[src/rtl/chimera_pkg.sv]
// Shared types and defaults for the Chimera cluster power-sequencing logic.
package chimera_pkg;

   localparam int unsigned ExtClusters         = 5;
   localparam int unsigned CluRstHoldCycles    = 8;
   localparam int unsigned CluIsoTimeoutCycles = 1024;

   typedef enum logic [2:0] {
      CLU_OFF    = 3'd0,
      CLU_PU_RST = 3'd1,
      CLU_DEISO  = 3'd2,
      CLU_ACTIVE = 3'd3,
      CLU_ISO    = 3'd4,
      CLU_PD_RST = 3'd5
   } clu_pwr_state_e;

endpackage

[src/rtl/chimera_clu_pwr_fsm.sv]
// Single-cluster power sequencer: state, hold/timeout counter and sticky error flag.
// Isolation-acknowledge timeout is built only with CHIMERA_CLU_PWR_TIMEOUT_EN defined.
module chimera_clu_pwr_fsm
   import chimera_pkg::*;
#(
   parameter int unsigned RstHoldCycles = CluRstHoldCycles,
   parameter int unsigned TimeoutCycles = CluIsoTimeoutCycles
) (
   input  logic clk_i,
   input  logic rst_ni,
   input  logic target_en_i,
   input  logic isolated_i,
   input  logic err_clr_i,
   output logic isolate_o,
   output logic clk_en_o,
   output logic rst_no,
   output logic active_o,
   output logic busy_o,
   output logic err_o
);

   localparam int unsigned MaxCnt = (RstHoldCycles > TimeoutCycles) ? RstHoldCycles : TimeoutCycles;
   localparam int unsigned CntW   = $clog2(MaxCnt + 1);
   localparam logic [CntW-1:0] HoldLast = CntW'(RstHoldCycles - 1);

   clu_pwr_state_e  state_d, state_q;
   logic [CntW-1:0] cnt_d, cnt_q;
   logic            isolate_d, isolate_q;
   logic            clk_en_d, clk_en_q;
   logic            rst_n_d, rst_n_q;
   logic            active_d, active_q;
   logic            busy_d, busy_q;

`ifdef CHIMERA_CLU_PWR_TIMEOUT_EN
   localparam logic [CntW-1:0] TimeoutLast = CntW'(TimeoutCycles - 1);
   logic err_set, err_d, err_q;
`else
   logic unused_err_clr;
   assign unused_err_clr = err_clr_i;
`endif

   always_comb begin
      state_d = state_q;
`ifdef CHIMERA_CLU_PWR_TIMEOUT_EN
      err_set = 1'b0;
`endif
      case (state_q)
         CLU_OFF:    if (target_en_i)        state_d = CLU_PU_RST;
         CLU_PU_RST: if (cnt_q == HoldLast)  state_d = CLU_DEISO;
         CLU_DEISO:  if (!isolated_i)        state_d = CLU_ACTIVE;
         CLU_ACTIVE: if (!target_en_i)       state_d = CLU_ISO;
         CLU_ISO: begin
            if (isolated_i) state_d = CLU_PD_RST;
`ifdef CHIMERA_CLU_PWR_TIMEOUT_EN
            // Abort the power-down rather than gate a cluster with traffic in flight.
            else if (cnt_q == TimeoutLast) begin
               state_d = CLU_DEISO;
               err_set = 1'b1;
            end
`endif
         end
         CLU_PD_RST: if (cnt_q == HoldLast)  state_d = CLU_OFF;
         default:                            state_d = CLU_OFF;
      endcase

      if (state_d != state_q)  cnt_d = '0;
      else if (cnt_q != '1)    cnt_d = cnt_q + CntW'(1);
      else                     cnt_d = cnt_q;

      // Outputs are decoded from the next state so they switch together with state_q.
      isolate_d = 1'b1;
      clk_en_d  = 1'b1;
      rst_n_d   = 1'b1;
      case (state_d)
         CLU_OFF: begin
            clk_en_d = 1'b0;
            rst_n_d  = 1'b0;
         end
         CLU_PU_RST, CLU_PD_RST: rst_n_d   = 1'b0;
         CLU_DEISO, CLU_ACTIVE:  isolate_d = 1'b0;
         default: ;
      endcase
      active_d = (state_d == CLU_ACTIVE);
      busy_d   = (state_d != CLU_ACTIVE) && (state_d != CLU_OFF);

`ifdef CHIMERA_CLU_PWR_TIMEOUT_EN
      err_d = (err_q & ~err_clr_i) | err_set;
`endif
   end

   always_ff @(posedge clk_i or negedge rst_ni) begin
      if (!rst_ni) begin
         state_q   <= CLU_OFF;
         cnt_q     <= '0;
         isolate_q <= 1'b1;
         clk_en_q  <= 1'b0;
         rst_n_q   <= 1'b0;
         active_q  <= 1'b0;
         busy_q    <= 1'b0;
`ifdef CHIMERA_CLU_PWR_TIMEOUT_EN
         err_q     <= 1'b0;
`endif
      end else begin
         state_q   <= state_d;
         cnt_q     <= cnt_d;
         isolate_q <= isolate_d;
         clk_en_q  <= clk_en_d;
         rst_n_q   <= rst_n_d;
         active_q  <= active_d;
         busy_q    <= busy_d;
`ifdef CHIMERA_CLU_PWR_TIMEOUT_EN
         err_q     <= err_d;
`endif
      end
   end

   assign isolate_o = isolate_q;
   assign clk_en_o  = clk_en_q;
   assign rst_no    = rst_n_q;
   assign active_o  = active_q;
   assign busy_o    = busy_q;
`ifdef CHIMERA_CLU_PWR_TIMEOUT_EN
   assign err_o     = err_q;
`else
   assign err_o     = 1'b0;
`endif

endmodule

[src/rtl/chimera_clu_pwr_ctrl.sv]
// Per-cluster power sequencing (isolate -> gate/reset) for the external cluster domain.
// Optional isolation timeout: define CHIMERA_CLU_PWR_TIMEOUT_EN.
module chimera_clu_pwr_ctrl
   import chimera_pkg::*;
#(
   parameter int unsigned NumClusters   = ExtClusters,
   parameter int unsigned RstHoldCycles = CluRstHoldCycles,
   parameter int unsigned TimeoutCycles = CluIsoTimeoutCycles
) (
   input  logic                   soc_clk_i,
   input  logic                   rst_ni,
   input  logic [NumClusters-1:0] target_en_i,
   input  logic [NumClusters-1:0] isolated_i,
   output logic [NumClusters-1:0] isolate_o,
   output logic [NumClusters-1:0] clk_en_o,
   output logic [NumClusters-1:0] clu_rst_no,
   output logic [NumClusters-1:0] active_o,
   output logic [NumClusters-1:0] busy_o,
   output logic [NumClusters-1:0] err_o,
   input  logic [NumClusters-1:0] err_clr_i
);

   for (genvar k = 0; k < NumClusters; k++) begin : gen_clu
      chimera_clu_pwr_fsm #(
         .RstHoldCycles (RstHoldCycles),
         .TimeoutCycles (TimeoutCycles)
      ) i_fsm (
         .clk_i       (soc_clk_i),
         .rst_ni      (rst_ni),
         .target_en_i (target_en_i[k]),
         .isolated_i  (isolated_i[k]),
         .err_clr_i   (err_clr_i[k]),
         .isolate_o   (isolate_o[k]),
         .clk_en_o    (clk_en_o[k]),
         .rst_no      (clu_rst_no[k]),
         .active_o    (active_o[k]),
         .busy_o      (busy_o[k]),
         .err_o       (err_o[k])
      );
   end

endmodule
[config.mk]
export PLATFORM = sky130hd
export DESIGN_NAME = chimera_clu_pwr_ctrl
export DESIGN_NICKNAME = d
export VERILOG_FILES = /design/src/rtl/chimera_pkg.sv /design/src/rtl/chimera_clu_pwr_fsm.sv /design/src/rtl/chimera_clu_pwr_ctrl.sv
export SDC_FILE = /design/constraint.sdc
export NUM_CORES = 1
export LEC_CHECK = 0
export ABC_AREA = 1
export CORE_MARGIN = 5
export CORE_UTILIZATION = 58
export CTS_CLUSTER_SIZE = 30
export DETAILED_ROUTE_END_ITERATION = 6
export MAX_ROUTING_LAYER = met4
export PLACE_DENSITY = 0.8
export RECOVER_POWER = 50
export SLEW_MARGIN = 20
export SYNTH_ARGS = -nofsm -noshare
export SYNTH_HDL_FRONTEND = slang
export SYNTH_SLANG_ARGS = --single-unit
export TNS_END_PERCENT = 1
[constraint.sdc]
create_clock -name soc_clk_i -period 2 [get_ports soc_clk_i]
set_input_delay 0.4 -clock soc_clk_i [delete_from_list [all_inputs] [get_ports soc_clk_i]]
set_output_delay 0.4 -clock soc_clk_i [all_outputs]
set_load 0.005 [all_outputs]
==> summary.md, run 1 <==
| Metric | Value |
|---|---|
| DIE AREA | `11300 um^2` |
| Total gr overflow | `0` |
| CP endpoint kind | `register` |
| Clk root buf | `clkbuf_8` |
| Vias in the first global route | `between 4000 and 5000` |
| Post-synthesis cell count | `670` |
| Area of the mapped netlist | `5390 um^2` |
| Antenna violations before repair | `0` |
| Power per cell area | `1100 nW/um^2` |
| Longest Clk Path Bufs | `2` |
| TNS Setup | `0 ns` |
| Layout Cells excl Fill | `809` |
| Post-synth top flop | `dfrtp_1` |
| Setup WS pre-CTS | `0.0651 ns` |
| Relative slew slack | `55.5%` |
| Setup violators final | `0` |
| CP top delay family | `simple AND/OR/NAND/NOR gates` |
| CP arrival | `2.07 ns` |
| Synth unique cells | `42` |
| Post-DP HPWL | `7.38 mm` |
| Num CTS Buffers | `9` |
| Worst-Margin Slew | `0.668 ns` |
| Port Buffers | `36` |
| Ant diodes | `0` |
| Synth Warn # | `0` |
| Final max-slew violation count | `0` |
| Clock skew | `0.0112 ns` |
| RSZ-0062 raised after global routing | `no` |
| FFs w/ async S/R, synth | `100%` |
| DR pass1 iterations | `5` |
| Total of max-cap violations | `0` |
| FP Rows | `35` |
| Average size of a mapped cell | `8.04 um^2` |
| Final worst setup slack | `0.191 ns` |
| Critical path cell sequence | `ha_1 -> nand2_1 -> clkinv_1 -> nand3_1 -> o21ai_0 -> nand2_2 -> nand2_1 -> nand2_1 -> nand2_1 -> buf_12 -> nor2_1` |
| Yosys top cell area share | `between 40% and 50%` |
| Via Count | `~4300` |
| Post-route minimum period | `1.81 ns` |
| IO Pins | `between 40 and 50` |
| Die span in x | `around 110 um` |
| Period utilization | `90.5%` |
| GR Util All Layers | `19.0%` |
| # H-tree levels | `3` |
| Fmax | `553 MHz` |
| # nets final | `approximately 720` |
| Die Ht | `106 um` |
| Gp weighted congestion | `0.903` |
| Post-synth EDFFs | `0` |
| Post-synthesis sequential area ratio | `between 40% and 50%` |
| Final Hold Vio Count | `0` |
| Core area | `9150 um^2` |
| WL per Instance | `12.0 um` |
| Clk_lat worst skew | `0.36 ns` |
| CP peak stage delay | `between 0.3 and 0.4 ns` |
| Drt total wl | `9.75 mm` |
| CTS clk-pin slew, worst paths | `0.10 ns` |
| Yosys reg bits | `95` |
| Post-CTS Repair Setup Buffers | `0` |
| Most frequent cells after synthesis | `nand2_1 (122), dfrtp_1 (90), inv_1 (85), nor2_1 (71), nand3_1 (58)` |
| Placed cell count | `roughly 800` |
| Synth area leader | `dfrtp_1` |
| Via density | `5.31` |
| Outcome | `finished, final reports clean` |
| Fill count | `786` |
| Initial core utilization | `58.9%` |
| Layout cells sized above 1 | `16.5%` |
| Worst Path Max Fanout | `11` |
| DR DRC count | `0` |
| Synth top area cells | `dfrtp_1 (42%), nand2_1 (8.5%), inv_1 (5.9%)` |
| CTS tree | `built` |
| Leak Pwr | `0.00276 uW` |
| Startpoint Class | `register` |
| Worst vdd ir | `~720 uV` |
| Most used cell, CP | `nand2_1` |
| Buf+Inv Stages, Crit Path | `2` |
| Post-DRT Antenna Nets | `0` |
| Critical path required time | `2.26 ns` |
| Count leader, synth | `nand2_1` |
| Global-route wire length before repair | `17.4 mm` |
| Kind of critical path | `register to register` |
| DR iter-0 viols | `171` |
| Hold WS | `0.600 ns` |
| Worst Hold Class | `register to register` |
| Slowest stage cell on the critical path | `dfrtp_1` |
| Clock sink count | `95` |
| Internal reg-to-reg setup slack | `approximately 0.19 ns` |
| Layout area overhead | `8.57%` |
| Largest net degree at the start of global routing | `40` |
-- cells in the final DEF (no fill, tap or decap), types with 2 or more instances in the layout --
master | netlist | routed
nor2_1 | 71 | 71
dfrtp_1 | 90 | 90
xor2_1 | 13 | 13
nand3_1 | 58 | 60
a21oi_1 | 12 | 12
nand2_2 | 11 | 11
a21oi_2 | 4 | 4
clkdlybuf4s50_1 | 0 | 35
o21ai_0 | 24 | 25
conb_1 | 1 | 5
inv_1 | 85 | 87
inv_6 | 0 | 2
clkinv_4 | 0 | 2
o21ai_1 | 5 | 5
clkbuf_8 | 0 | 9
dfstp_2 | 5 | 5
a21o_1 | 4 | 4
nor3_1 | 9 | 10
buf_4 | 30 | 3
o21bai_2 | 3 | 3
nand4_1 | 16 | 16
xnor2_1 | 4 | 4
nand2_1 | 122 | 122
clkinv_1 | 4 | 4
nor2_4 | 2 | 2
nand3_2 | 8 | 5
nor4_1 | 2 | 2
inv_8 | 0 | 2
nand3b_1 | 4 | 4
clkbuf_2 | 0 | 3
ha_1 | 5 | 5
o22ai_1 | 3 | 3
nor2_2 | 46 | 46
inv_2 | 9 | 7
-- cell type report --
| cell class | count | area [um^2] | share of cell area (%) |
|---|---|---|---|
| multi-input cells | 445 | 2350 | 40.1 |
| clock buffers | 9 | 124 | 2.12 |
| well taps | 111 | 139 | 2.37 |
| clock inverters | 7 | 62.6 | 1.07 |
| inverters | 98 | 368 | 6.29 |
| flip-flops and latches | 95 | 2380 | 40.7 |
| repair buffers | 44 | 425 | 7.27 |
-- per-layer routing --
metal	wire length, um	global-route usage (%)	vias to the layer above	part of all wire, %
li1	-	-	2148	-
met1	4260	21.4	2024	44
met2	4930	33.8	101	51
met4	222	7.12	0	2.3
met5	0	-	-	0
met3	337	3.04	25	3.5
-- worst reg2reg max path: cells and delay by family, from the launching register on --
family	cells	cell delay (ns)
buffers and inverters	2	0.22
flip-flops	1	0.38
AND/OR/NAND/NOR	7	0.56
adder cells (fa/ha/maj)	1	0.19
AO/OA/AOI/OAI	1	0.37
-- per-stage QoR --
stage | util [%] | power [uW] | instance area [um^2]
floorplan | - | 4700 | 5400
global placement | 62.1 | 5160 | 5680
detailed placement | 62.1 | 5280 | 5680
CTS | 64.3 | 6480 | 5880
global route | 63.9 | 6930 | 5850
finish | 63.9 | 6420 | 5850
-- logic make-up after synthesis --
logic type	share of synthesized area, %
compound gates	6.87
xor+xnor	2.76
fa+ha+maj	1.16
buf+inv	12.3
flops	44.2
mux	0.395
other cells	0.0696
simple gates	32.2
-- where the power goes --
| group | internal (uW) | total (uW) | leakage (uW) | switching [uW] |
|---|---|---|---|---|
| clock | 481 | 1180 | 0.0000980 | 704 |
| sequential | 2320 | 2650 | 0.00123 | 322 |
| combinational | 1040 | 2590 | 0.00144 | 1560 |
-- registers in the layout, indices dropped and copies added (netlist names) --
name	flops
gen_clu.i_fsm.busy_o	5
gen_clu.i_fsm.cnt_q	55
gen_clu.i_fsm.clk_en_o	5
gen_clu.i_fsm.isolate_o	5
gen_clu.i_fsm.state_q	15
gen_clu.i_fsm.rst_no	5
gen_clu.i_fsm.active_o	5
-- final timing paths --
kind	to	start	cells past startpoint
worst max-delay path	gen_clu[2].i_fsm.cnt_q[9]$_DFFE_PN0P_	gen_clu[2].i_fsm.cnt_q[1]$_DFFE_PN0P_	11
worst min-delay path	gen_clu[2].i_fsm.cnt_q[9]$_DFFE_PN0P_	gen_clu[2].i_fsm.cnt_q[9]$_DFFE_PN0P_	3
min in group asynchronous	gen_clu[2].i_fsm.cnt_q[4]$_DFFE_PN0P_	rst_ni	2
max in group asynchronous	gen_clu[0].i_fsm.isolate_o$_DFF_PN1_	rst_ni	3
worst min register to register	gen_clu[2].i_fsm.cnt_q[9]$_DFFE_PN0P_	gen_clu[2].i_fsm.cnt_q[9]$_DFFE_PN0P_	3
worst max register to register	gen_clu[2].i_fsm.cnt_q[9]$_DFFE_PN0P_	gen_clu[2].i_fsm.cnt_q[1]$_DFFE_PN0P_	11
-- what timing repair did --
action,4_1_cts,5_1_grt
gates resized for setup,0,1
hold endpoints to repair,24,0
hold buffers,1,0
endpoints found under the setup margin,0,1
Power figures use the tool's default switching activity.
==> inputs of run 2 (changes only) <==
CORE_UTILIZATION = 35   (was 58)
PLACE_DENSITY = not set   (was 0.8)
REMOVE_ABC_BUFFERS = 1   (was not set)
clock period = 2.09 ns   (was 2 ns; I/O delays follow)
==> summary.md, run 2 (synthesis results as in run 1) <==
| Metric | Value |
|---|---|
| R2R cell count | `11` |
| Post-route minimum period | `approximately 1.8 ns` |
| # H-tree levels | `3` |
| Area after DPL | `5790 um^2` |
| Port Buffers | `36` |
| Longest Clk Path Bufs | `2` |
| Layout cells sized above 1 | `16.4%` |
| Final max-slew violation count | `0` |
| CP top delay family | `flip-flops` |
| Register share of total power | `a little under two fifths` |
| TNS Setup | `0 ns` |
| Final Hold Vio Count | `0` |
| WL per Instance | `10.8 um` |
| Finished Cell Area | `6060 um^2` |
| P_int | `4270 uW` |
| Antenna violations before repair | `0` |
| Worst-Margin Slew | `0.902 ns` |
| Post-DRT Antenna Nets | `0` |
| Worst Path Max Fanout | `1` |
| Total gr overflow | `0` |
| Core area | `about 15000 um^2` |
| Outcome | `finished, final reports clean` |
| Drt total wl | `9.51 mm` |
| Critical path cell sequence | `clkdlybuf4s50_1` |
| Psw | `approximately 2500 uW` |
| Post-DP HPWL | `6.92 mm` |
| Slowest stage cell on the critical path | `dfstp_2` |
| Die Ht | `134 um` |
| Power per cell area | `1110 nW/um^2` |
| Sw frac | `36.8%` |
| Relative slew slack | `39.9%` |
| Fill count | `1515` |
| Clock power share | `a little over a quarter` |
| Clk_lat worst skew | `0.35 ns` |
| Clk root buf | `clkbuf_16` |
| DIE AREA | `roughly 18000 um^2` |
| CP endpoint kind | `output pin` |
| Critical path required time | `1.67 ns` |
| Setup WS pre-CTS | `0.157 ns` |
| Most frequent cells in the layout | `nand2_1 (122), dfrtp_1 (90), inv_1 (87)` |
| Logic pwr share | `36.1%` |
| Commonest non-fill, non-tap cell in the layout | `nand2_1` |
| Initial core utilization | `35.6%` |
| Leak Pwr | `between 0.002 and 0.003 uW` |
| CTS clk-pin slew, worst paths | `0.07 ns` |
| Multi-input logic area | `between 2000 and 2500 um^2` |
| CP arrival | `1.39 ns` |
| RSZ-0062 raised after global routing | `no` |
| Clock sink count | `95` |
| IO Pins | `47` |
| Largest Register | `gen_clu.i_fsm.cnt_q` |
| Largest net degree at the start of global routing | `37` |
| DR pass1 iterations | `4` |
| Critical Path Stages | `1` |
| # nets final | `713` |
| Hold buffers post-CTS | `0` |
| Via Count | `4018` |
| CTS tree | `built` |
| Max reg flops | `55` |
| Resize count post-CTS | `0` |
| Post-CTS Repair Setup Buffers | `0` |
| Layout Cells excl Fill | `884` |
| FP Rows | `between 40 and 50` |
| CP peak stage delay | `0.52 ns` |
| Layout area overhead | `12.5%` |
| Biggest regs | `gen_clu.i_fsm.cnt_q (55), gen_clu.i_fsm.state_q (15)` |
| Kind of critical path | `register to output pin` |
| Worst Hold Class | `input port to asynchronous set/reset pin` |
| Num CTS Buffers | `9` |
| Worst vdd ir | `494 uV` |
| Period utilization | `86.5%` |
| Via density | `4.55` |
| Ant diodes | `0` |
| Total of max-cap violations | `0` |
| GR Util All Layers | `11.9%` |
| Reg area | `2380 um^2` |
| Setup violators final | `0` |
| Startpoint Class | `register` |
| DR DRC count | `0` |
| Clock skew | `0.00709 ns` |
| Placed cell count | `about 870` |
| Die span in x | `134 um` |
| Hold WS | `between 0.15 and 0.2 ns` |
| Vias in the first global route | `3954` |
| Buf+Inv Stages, Crit Path | `1` |
| Global-route wire length before repair | `around 17 mm` |
| Fmax | `around 550 MHz` |
| Gp weighted congestion | `0.810` |
| Final worst setup slack | `0.282 ns` |
| DR iter-0 viols | `between 200 and 250` |
==> run 2: path summary, 6_finish.rpt <==
path / startpoint / endpoint / slack [ns]
worst max-delay path: gen_clu[0].i_fsm.isolate_o$_DFF_PN1_ / isolate_o[0] / 0.28
worst min-delay path: rst_ni / gen_clu[2].i_fsm.cnt_q[8]$_DFFE_PN0P_ / 0.19
worst max register to register: gen_clu[2].i_fsm.cnt_q[1]$_DFFE_PN0P_ / gen_clu[2].i_fsm.cnt_q[9]$_DFFE_PN0P_ / 0.30
worst min register to register: gen_clu[4].i_fsm.cnt_q[10]$_DFFE_PN0P_ / gen_clu[4].i_fsm.cnt_q[10]$_DFFE_PN0P_ / 0.56
max in group asynchronous: rst_ni / gen_clu[3].i_fsm.cnt_q[9]$_DFFE_PN0P_ / 0.62
min in group soc_clk_i: gen_clu[4].i_fsm.cnt_q[10]$_DFFE_PN0P_ / gen_clu[4].i_fsm.cnt_q[10]$_DFFE_PN0P_ / 0.56
==> run 2: power by group through the flow <==
stage          clock network, uW  logic, uW  registers, uW
3_3_place_gp                   0       2490           2560
4_1_cts                     1880       2520           2530
3_5_place_dp                   0       2510           2550
2_1_floorplan                  0       1650           2510
6_report                    1790       2440           2520
5_1_grt                     1930       2780           2580
==> run 2: area by class of cell <==
class                   count  area share (%)
well taps                 188            3.88
repair buffers             42            6.73
clock buffers               9            3.71
flip-flops and latches     95            39.3
inverters                  98            6.07
multi-input cells         445            38.6
clock inverters             7            1.71
==> run 2: metal layers <==
| layer | vias to the layer above | routed length (um) | track usage (%) |
|---|---|---|---|
| met5 | - | 0 | - |
| met4 | 0 | 144 | 4.24 |
| met3 | 9 | 366 | 3.26 |
| met2 | 55 | 4190 | 18.1 |
| met1 | 1811 | 4810 | 15.4 |
| li1 | 2143 | - | - |
==> run 2: through the flow <==
step                power [uW]  util, %
global route              7300     40.0
detailed placement        5060     38.2
CTS                       6920     40.4
floorplan                 4170        -
finish                    6750     40.0
global placement          5050     38.2
==> inputs of run 3 (changes only) <==
CELL_PAD_IN_SITES_DETAIL_PLACEMENT = 1   (was not set)
CELL_PAD_IN_SITES_GLOBAL_PLACEMENT = 1   (was not set)
PLACE_DENSITY_LB_ADDON = 0.1   (was not set)
==> summary.md, run 3 (synthesis results as in run 1) <==
| Metric | Value |
|---|---|
| Die span in x | `134 um` |
| Total of max-cap violations | `0` |
| Critical Path Stages | `11` |
| CP arrival | `2.06 ns` |
| Met2 wire length | `5.53 mm` |
| Clock skew | `0.00408 ns` |
| Longest Clk Path Bufs | `2` |
| Final Hold Vio Count | `0` |
| Most frequent cells in the layout | `nand2_1 (122), dfrtp_1 (90), inv_1 (87)` |
| GR Util All Layers | `14.2%` |
| Total gr overflow | `0` |
| WL per Instance | `13.1 um` |
| Critical Path End | `gen_clu[2].i_fsm.cnt_q[8]$_DFFE_PN0P_` |
| Clk_lat worst skew | `0.35 ns` |
| WL met3 | `298 um` |
| # nets final | `714` |
| Clk root buf | `clkbuf_16` |
| CP peak stage delay | `0.37 ns` |
| Gp weighted congestion | `0.824` |
| Worst-Margin Slew | `1.12 ns` |
| Setup violators final | `0` |
| Final core utilization | `between 30% and 40%` |
| Final worst setup slack | `0.265 ns` |
| Max Used Layer | `met4` |
| Clock sink count | `between 90 and 100` |
| Max reg flops | `55` |
| RSZ-0062 raised after global routing | `no` |
| Largest Register | `gen_clu.i_fsm.cnt_q` |
| Worst Hold Class | `input port to asynchronous set/reset pin` |
| DR pass1 iterations | `4` |
| Worst R2R End | `gen_clu[2].i_fsm.cnt_q[8]$_DFFE_PN0P_` |
| Ant diodes | `0` |
| Biggest regs | `gen_clu.i_fsm.cnt_q (55), gen_clu.i_fsm.state_q (15)` |
| Buf+Inv Stages, Crit Path | `2` |
| Hold WS | `0.386 ns` |
| Met1 Routed Length | `5.57 mm` |
| Most used cell, CP | `nand2_1` |
| Via Count | `4223` |
| DR iter-0 viols | `118` |
| Drt total wl | `11.6 mm` |
| Worst vdd ir | `417 uV` |
| Kind of critical path | `register to register` |
| Internal reg-to-reg setup slack | `between 0.2 and 0.3 ns` |
| Power per cell area | `between 1000 and 1500 nW/um^2` |
| Hold buffers post-CTS | `0` |
| Port Buffers | `36` |
| DIE AREA | `18000 um^2` |
| Final max-slew violation count | `0` |
| Resize count post-CTS | `0` |
| Post-DP HPWL | `just under 9 mm` |
| Core area | `15100 um^2` |
| IO Pins | `47` |
| Layout area overhead | `12.4%` |
| Slowest stage cell on the critical path | `dfrtp_1` |
| Worst Path Max Fanout | `7` |
| Leak Pwr | `0.00281 uW` |
| Crit. Startpoint | `gen_clu[2].i_fsm.cnt_q[1]$_DFFE_PN0P_` |
| Largest net degree at the start of global routing | `76` |
| Layout cells sized above 1 | `between 10% and 20%` |
| DR DRC count | `0` |
| Initial core utilization | `35.6%` |
| CTS clk-pin slew, worst paths | `0.06 ns` |
| Outcome | `finished, final reports clean` |
| CP top delay family | `simple AND/OR/NAND/NOR gates` |
| Setup WS pre-CTS | `0.179 ns` |
| Period utilization | `87.3%` |
| Critical path required time | `2.32 ns` |
| Fill count | `~1800` |
| Post-DRT Antenna Nets | `0` |
| Commonest non-fill, non-tap cell in the layout | `nand2_1` |
| FP Rows | `45` |
| Die Ht | `134 um` |
| TNS Setup | `0 ns` |
| Critical path cell sequence | `ha_1 -> nand2_1 -> clkinv_1 -> nand3_1 -> o21ai_0 -> nand2_2 -> nand2_1 -> nand2_1 -> nand2_1 -> buf_4 -> nor2_2` |
| Global-route wire length before repair | `20.5 mm` |
| Post-route minimum period | `1.83 ns` |
| Fmax | `548 MHz` |
| Layout Cells excl Fill | `885` |
| Vias in the first global route | `4440` |
| Post-CTS Repair Setup Buffers | `0` |
| CP endpoint kind | `register` |
| Worst R2R Start | `gen_clu[2].i_fsm.cnt_q[1]$_DFFE_PN0P_` |
| # H-tree levels | `3` |
| Startpoint Class | `register` |
| CTS tree | `built` |
| Num CTS Buffers | `9` |
| Antenna violations before repair | `0` |
| Via density | `4.77` |
| Placed cell count | `around 870` |
| R2R cell count | `11` |
| Relative slew slack | `25.1%` |
-- run 3: worst reg2reg max path, stage by stage (launching register included) --
cell and delay (ns):
dfrtp_1 0.37, ha_1 0.19, nand2_1 0.07, clkinv_1 0.08, nand3_1 0.10, o21ai_0 0.35
nand2_2 0.14, nand2_1 0.08, nand2_1 0.04, nand2_1 0.07, buf_4 0.18, nor2_2 0.04
-- run 3: worst min-delay path by stage --
stage | start | endpoint | cells after the start
2_1_floorplan | rst_ni | gen_clu[0].i_fsm.active_o$_DFF_PN0_ | 0
3_3_place_gp | rst_ni | gen_clu[2].i_fsm.cnt_q[9]$_DFFE_PN0P_ | 2
3_5_place_dp | rst_ni | gen_clu[2].i_fsm.cnt_q[9]$_DFFE_PN0P_ | 2
4_1_cts | rst_ni | gen_clu[2].i_fsm.cnt_q[9]$_DFFE_PN0P_ | 2
5_1_grt | rst_ni | gen_clu[2].i_fsm.cnt_q[9]$_DFFE_PN0P_ | 2
6_report | rst_ni | gen_clu[2].i_fsm.cnt_q[9]$_DFFE_PN0P_ | 2
-- run 3: layout make-up --
cell class                      count  area, um^2  area share (%)
Clock inverter                      3        40.0           0.661
Multi-Input combinational cell    445        2340            38.7
Inverter                           98         368            6.08
Sequential cell                    95        2380            39.4
Clock buffer                       13         270            4.46
Timing Repair Buffer               43         415            6.86
Tap cell                          188         235            3.89
-- run 3: routing by layer --
metal  up-vias  global-route usage (%)
met5         -                       -
met2        38                    23.2
met1      2036                    17.7
met3        10                    2.85
met4         0                    4.75
li1       2139                       -
-- run 3: through the flow --
stage | power (uW) | cell area (um^2)
after floorplan | 4170 | 5110
after global placement | 5090 | 5780
after detailed placement | 5180 | 5780
after CTS | 6960 | 6090
after global routing | 7330 | 6050
final | 6790 | 6050
-- run 3: power breakdown --
group / internal (uW) / switching [uW]
clock: 1020 / 699
sequential: 2230 / 310
combinational: 1000 / 1530
total: 4250 / 2540
